## src/rtl/mem_arb_pkg.sv

```systemverilog
// Shared types and widths for the two-port memory arbiter.
package mem_arb_pkg;

  localparam int ADDR_W = 16;
  localparam int DATA_W = 16;
  localparam int CNT_W  = 8;

  typedef enum logic [1:0] {
    IDLE  = 2'd0,
    F_ACC = 2'd1,
    D_ACC = 2'd2
  } arb_state_t;

  function automatic logic is_acc(input arb_state_t s);
    return (s == F_ACC) || (s == D_ACC);
  endfunction

endpackage

```

## src/rtl/arb_timeout_cnt.sv

```systemverilog
// Access timeout counter: cleared while the arbiter is idle, advanced on
// every access cycle that has no acknowledge. 'expired' fires in the cycle
// whose increment would bring the count up to TIMEOUT_CYC.
module arb_timeout_cnt
  import mem_arb_pkg::*;
#(
  parameter int TIMEOUT_CYC = 8
) (
  input  logic clk,
  input  logic rst,
  input  logic clear,
  input  logic tick,
  output logic expired
);

  localparam logic [CNT_W-1:0] LAST = CNT_W'(TIMEOUT_CYC - 1);

  logic [CNT_W-1:0] count;

  // Count unacknowledged access cycles; clear has priority over tick.
  always_ff @(posedge clk or negedge rst) begin
    if (!rst) begin
      count <= '0;
    end else if (clear) begin
      count <= '0;
    end else if (tick) begin
      count <= count + CNT_W'(1);
    end
  end

  assign expired = tick && (count == LAST);

endmodule

```

## src/rtl/mem_port_arbiter.sv

```systemverilog
// Arbitrates a fetch port and a data port onto one shared memory port.
// Optional macro ARB_RR_EN: round-robin between the two requesters when both
// ask in the same idle cycle; otherwise the data port has fixed priority.
module mem_port_arbiter
  import mem_arb_pkg::*;
#(
  parameter int TIMEOUT_CYC = 8
) (
  input  logic              clk,
  input  logic              rst,
  input  logic              f_req,
  input  logic [ADDR_W-1:0] f_addr,
  output logic              f_gnt,
  output logic              f_done,
  output logic [DATA_W-1:0] f_rdata,
  input  logic              d_req,
  input  logic              d_we,
  input  logic [ADDR_W-1:0] d_addr,
  input  logic [DATA_W-1:0] d_wdata,
  output logic              d_gnt,
  output logic              d_done,
  output logic [DATA_W-1:0] d_rdata,
  output logic              mem_req,
  output logic              mem_we,
  output logic [ADDR_W-1:0] mem_addr,
  output logic [DATA_W-1:0] mem_wdata,
  input  logic [DATA_W-1:0] mem_rdata,
  input  logic              mem_ack,
  output logic              err,
  output logic              busy
);

  arb_state_t state;
  logic       grant_f;
  logic       grant_d;
  logic       tmo_clear;
  logic       tmo_tick;
  logic       tmo_expired;

`ifdef ARB_RR_EN
  logic last_fetch;

  // Pick the requester that was not served last when both are asking.
  always_comb begin
    grant_f = 1'b0;
    grant_d = 1'b0;
    if (f_req && d_req) begin
      grant_d = last_fetch;
      grant_f = !last_fetch;
    end else begin
      grant_f = f_req;
      grant_d = d_req;
    end
  end

  // Remember who won the most recent grant; reset as if fetch went last.
  always_ff @(posedge clk or negedge rst) begin
    if (!rst) begin
      last_fetch <= 1'b1;
    end else if (state == IDLE) begin
      if (grant_f) begin
        last_fetch <= 1'b1;
      end else if (grant_d) begin
        last_fetch <= 1'b0;
      end
    end
  end
`else
  // Data requests always win; a fetch only goes through when data is quiet.
  always_comb begin
    grant_d = d_req;
    grant_f = f_req && !d_req;
  end
`endif

  assign tmo_clear = (state == IDLE);
  assign tmo_tick  = is_acc(state) && !mem_ack;
  assign busy      = (state != IDLE);

  arb_timeout_cnt #(
    .TIMEOUT_CYC(TIMEOUT_CYC)
  ) u_timeout (
    .clk     (clk),
    .rst     (rst),
    .clear   (tmo_clear),
    .tick    (tmo_tick),
    .expired (tmo_expired)
  );

  // Main FSM: latch the winner's request, hold the memory port until ack or
  // timeout, then return to idle with a one-cycle done (and err on timeout).
  always_ff @(posedge clk or negedge rst) begin
    if (!rst) begin
      state     <= IDLE;
      f_gnt     <= 1'b0;
      f_done    <= 1'b0;
      f_rdata   <= '0;
      d_gnt     <= 1'b0;
      d_done    <= 1'b0;
      d_rdata   <= '0;
      mem_req   <= 1'b0;
      mem_we    <= 1'b0;
      mem_addr  <= '0;
      mem_wdata <= '0;
      err       <= 1'b0;
    end else begin
      f_gnt  <= 1'b0;
      d_gnt  <= 1'b0;
      f_done <= 1'b0;
      d_done <= 1'b0;
      err    <= 1'b0;
      case (state)
        IDLE: begin
          if (grant_d) begin
            state     <= D_ACC;
            d_gnt     <= 1'b1;
            mem_req   <= 1'b1;
            mem_we    <= d_we;
            mem_addr  <= d_addr;
            mem_wdata <= d_wdata;
          end else if (grant_f) begin
            state     <= F_ACC;
            f_gnt     <= 1'b1;
            mem_req   <= 1'b1;
            mem_we    <= 1'b0;
            mem_addr  <= f_addr;
            mem_wdata <= '0;
          end
        end
        F_ACC, D_ACC: begin
          if (mem_ack || tmo_expired) begin
            state   <= IDLE;
            mem_req <= 1'b0;
            mem_we  <= 1'b0;
            err     <= !mem_ack;
            if (state == F_ACC) begin
              f_done <= 1'b1;
              if (mem_ack) begin
                f_rdata <= mem_rdata;
              end
            end else begin
              d_done <= 1'b1;
              if (mem_ack && !mem_we) begin
                d_rdata <= mem_rdata;
              end
            end
          end
        end
        default: begin
          state   <= IDLE;
          mem_req <= 1'b0;
          mem_we  <= 1'b0;
        end
      endcase
    end
  end

endmodule

```

## config.mk

```make
export PLATFORM = sky130hd
export DESIGN_NAME = mem_port_arbiter
export DESIGN_NICKNAME = d
export VERILOG_FILES = /design/src/rtl/mem_arb_pkg.sv /design/src/rtl/arb_timeout_cnt.sv /design/src/rtl/mem_port_arbiter.sv
export SDC_FILE = /design/constraint.sdc
export NUM_CORES = 1
export LEC_CHECK = 0
export BUFFER_PORTS_ARGS = -buffer_cell sky130_fd_sc_hd__buf_2
export CORE_MARGIN = 2
export CORE_UTILIZATION = 35
export DETAILED_ROUTE_END_ITERATION = 10
export PLACE_DENSITY = 0.67
export SYNTH_ARGS = -nofsm -noshare
export SYNTH_HDL_FRONTEND = slang
export SYNTH_HIERARCHICAL = 1
export SYNTH_SLANG_ARGS = --single-unit
```

## constraint.sdc

```tcl
create_clock -name clk -period 2.63 [get_ports clk]
set_clock_uncertainty 0.15 [all_clocks]
set_input_delay 0.3945 -clock clk [delete_from_list [all_inputs] [get_ports clk]]
set_output_delay 0.3945 -clock clk [all_outputs]
set_load 0.02 [all_outputs]
```

==> run summary <==
Hold Vio Cnt, Final -> 0
Wirelength per Cell -> 13.3 um
Iteration-0 DRC Markers -> 43
First-pass GRT wire length -> 11.4 mm
Yosys top cell area share -> 60.1%
Syn_nets -> 328
Max-Slew Margin vs Limit -> 32.3%
ANT cells -> 0
Mean Syn Cell Area -> 13.3 um^2
Worst-Skew Late Latency -> 340 ps
Area leader, netlist -> dfrtp_1
Worst endpoint required time -> 2700 ps
RSZ-0062 raised after global routing -> false
Routing usage on met2 -> 21.2%
GRT overflow -> 0
Area Overhead vs Synth -> 32.1%
Gr usage total -> 13.9%
Worst setup EP type -> flip-flop
Ys flop type -> dfrtp_1
Setup TNS -> 0 ps
# nets final -> 473
GR Layer Usage met3 -> 3.69%
Cell Area, Synth -> 0.00337 mm^2
Reg clk slew, reported paths -> 90 ps
CTS tree -> done
DRC viols -> 0
Pleak -> 0.00229 uW
Post-CTS setup buffers -> 0
Total power -> 5510 uW
Vias per cell -> 4.51
GRT busiest layer -> met2
Total wire length -> 7.08 mm
Vias in the first global route -> 2401
Status -> finished clean
Clk buf depth -> 2
Sw Pwr -> 2150 uW
Core Region -> 0.00928 mm^2
Critical-path top delay cell -> or4b_1
Routed Antenna Nets -> 0
Root Buffer -> clkbuf_8
H-tree levels -> 3
Power per cell area -> 1240 mW/mm^2
# fillers -> 908
Final min period -> 2340 ps
Flop pwr share -> 37.3%
HPWL after DPL -> 5.17 mm
Netlist cell types -> 37
Setup violators final -> 0
Worst-path maximum fanout -> 4
Share of power burned in combinational logic -> 44.1%
Initial antenna violation count -> 0
Critical path arrival -> 2410 ps
Critical path class -> reg -> reg
Met1 Use GR -> 19.1%
Top cells by area, synth -> dfrtp_1, mux2_2, mux2i_1
Port Buffers -> 141
Share of cells above drive strength 1 -> 49.6%
Boundary pin count -> 142
Max Transition Viols Final -> 0
Count leader, synth -> dfrtp_1
Die width -> 102 um
Sw Ratio -> 39.0%
Number of detailed-route iterations in the first pass -> 4
Initial core utilization -> 36.3%
Crit-path cells -> ha_1, or4b_1, nor4_2, nor3b_1, a21oi_2, mux2_1
Hold slack -> 112 ps
Gp weighted congestion -> 0.738
Die area -> 0.0104 mm^2
Number of synthesized register bits -> 81
Die Ht -> 102 um
Row Count -> 35
Worst-margin pin slew -> 1010 ps
Syn Inst Count -> 253
CP max stage delay -> 470 ps
CTS Sinks -> 81
Final period utilization -> 89.0%
Seq/Total Area, Yosys -> 60.1%
Post-synth EDFFs -> 0
VDD IR max -> 0.000500 V
Max Cap Viol -> 0
Fmax -> 427 MHz
Synth warnings -> 6
TritonCTS Buffers -> 9
Vias -> 2401
Most common library cells after synthesis -> dfrtp_1, mux2_2, nand2_1
Crit path launch type -> flip-flop
Hold crit path type -> in -> reg
Clock network power share -> 18.6%
Pint -> 3360 uW
Ys async rst share -> 100%
Largest net degree at the start of global routing -> 52
## final timing paths
path	start	endpoint	slack [ps]	cells after the start
max	u_timeout/count[0]	mem_req	290	6
min	d_wdata[9]	mem_wdata[9]	110	2
max reg2reg	u_timeout/count[0]	mem_req	290	6
min reg2reg	mem_addr[0]	mem_addr[0]	330	2
max in group asynchronous	rst	u_timeout/count[1]	1350	3
min in group asynchronous	rst	f_rdata[9]	370	2
## power by group through the flow
| stage | sequential [uW] | clock (uW) | combinational (uW) |
|---|---|---|---|
| final | 2060 | 1030 | 2430 |
| after detailed placement | 2070 | 0 | 2470 |
| after global placement | 2070 | 0 | 2420 |
| after global routing | 2130 | 1130 | 2650 |
| after CTS | 2060 | 1060 | 2470 |
| after floorplan | 2720 | 0 | 1020 |
## placed cells by master (no fill, tap or decap), types with 2 or more instances in the layout
cell type    n
inv_1        7
clkbuf_8    10
buf_2      140
bufinv_16    2
and2_1       2
a22o_1      16
mux2i_1     19
buf_4        6
nand2_1     22
or3_1        2
a21oi_1      3
nor2_1       8
nor2b_1      3
xnor2_1      2
clkinv_4     2
mux2_4      10
nor3b_1      2
mux2_2      23
o21ai_0     18
dfrtp_1     81
ha_1         5
## cells by family (layout without fill, tap and decap cells)
kind of cell             Yosys count  count (layout)  share of synthesized area [%]
XOR/XNOR                           3               3                          0.780
AND/OR/NAND/NOR                   49              49                           7.31
flip-flops                        81              81                           60.1
multiplexers                      53              53                           18.1
AO/OA/AOI/OAI                     41              41                           8.09
adder cells (fa/ha/maj)            5               5                           1.86
buffers and inverters             21             171                           3.71
## worst max-delay path, delay by kind of cell (launching register included)
kind | cells | cell delay, ps
adders and majority gates | 1 | 180
DFF | 1 | 410
AOI/OAI and AO/OA | 1 | 240
muxes | 1 | 350
and+or+nand+nor | 3 | 910
## final cells by class
cell class | count | area, um^2 | area share, %
inverters | 7 | 26.3 | 0.590
multi-input cells | 151 | 1240 | 27.8
well taps | 129 | 161 | 3.62
clock inverters | 5 | 86.3 | 1.94
flip-flops and latches | 81 | 2030 | 45.5
repair buffers | 148 | 776 | 17.4
clock buffers | 11 | 141 | 3.17
## sequential cells by signal (all words and copies together), names as in the netlist
register and cells:
f_gnt 1, mem_wdata 16, f_done 1, d_rdata 16
u_timeout/count 8, state 2, mem_we 1, d_gnt 1
f_rdata 16, mem_addr 16, d_done 1, mem_req 1
err 1
## metrics by stage
step | utilization [%] | cells | worst slack [ps] | area, um^2
3_5_place_dp | 45.4 | 515 | 192 | 4210
6_report | 48.0 | 532 | 289 | 4450
3_3_place_gp | 45.4 | 515 | 245 | 4210
2_1_floorplan | - | 253 | 362 | 3370
5_1_grt | 48.0 | 532 | 83.8 | 4450
4_1_cts | 47.9 | 532 | 181 | 4450
## routing by layer
layer	up-vias	part of all wire, %
li1	1172	-
met1	1114	46
met2	102	45
met3	13	7.5
met4	0	1.8
met5	-	0
## what timing repair did
item / in CTS / in global routing
hold buffers: 1 / 0
endpoints found under the setup margin: 0 / 1
hold endpoints to repair: 30 / 0
resized for setup: 0 / 1
(Power assumes the default switching activity.)
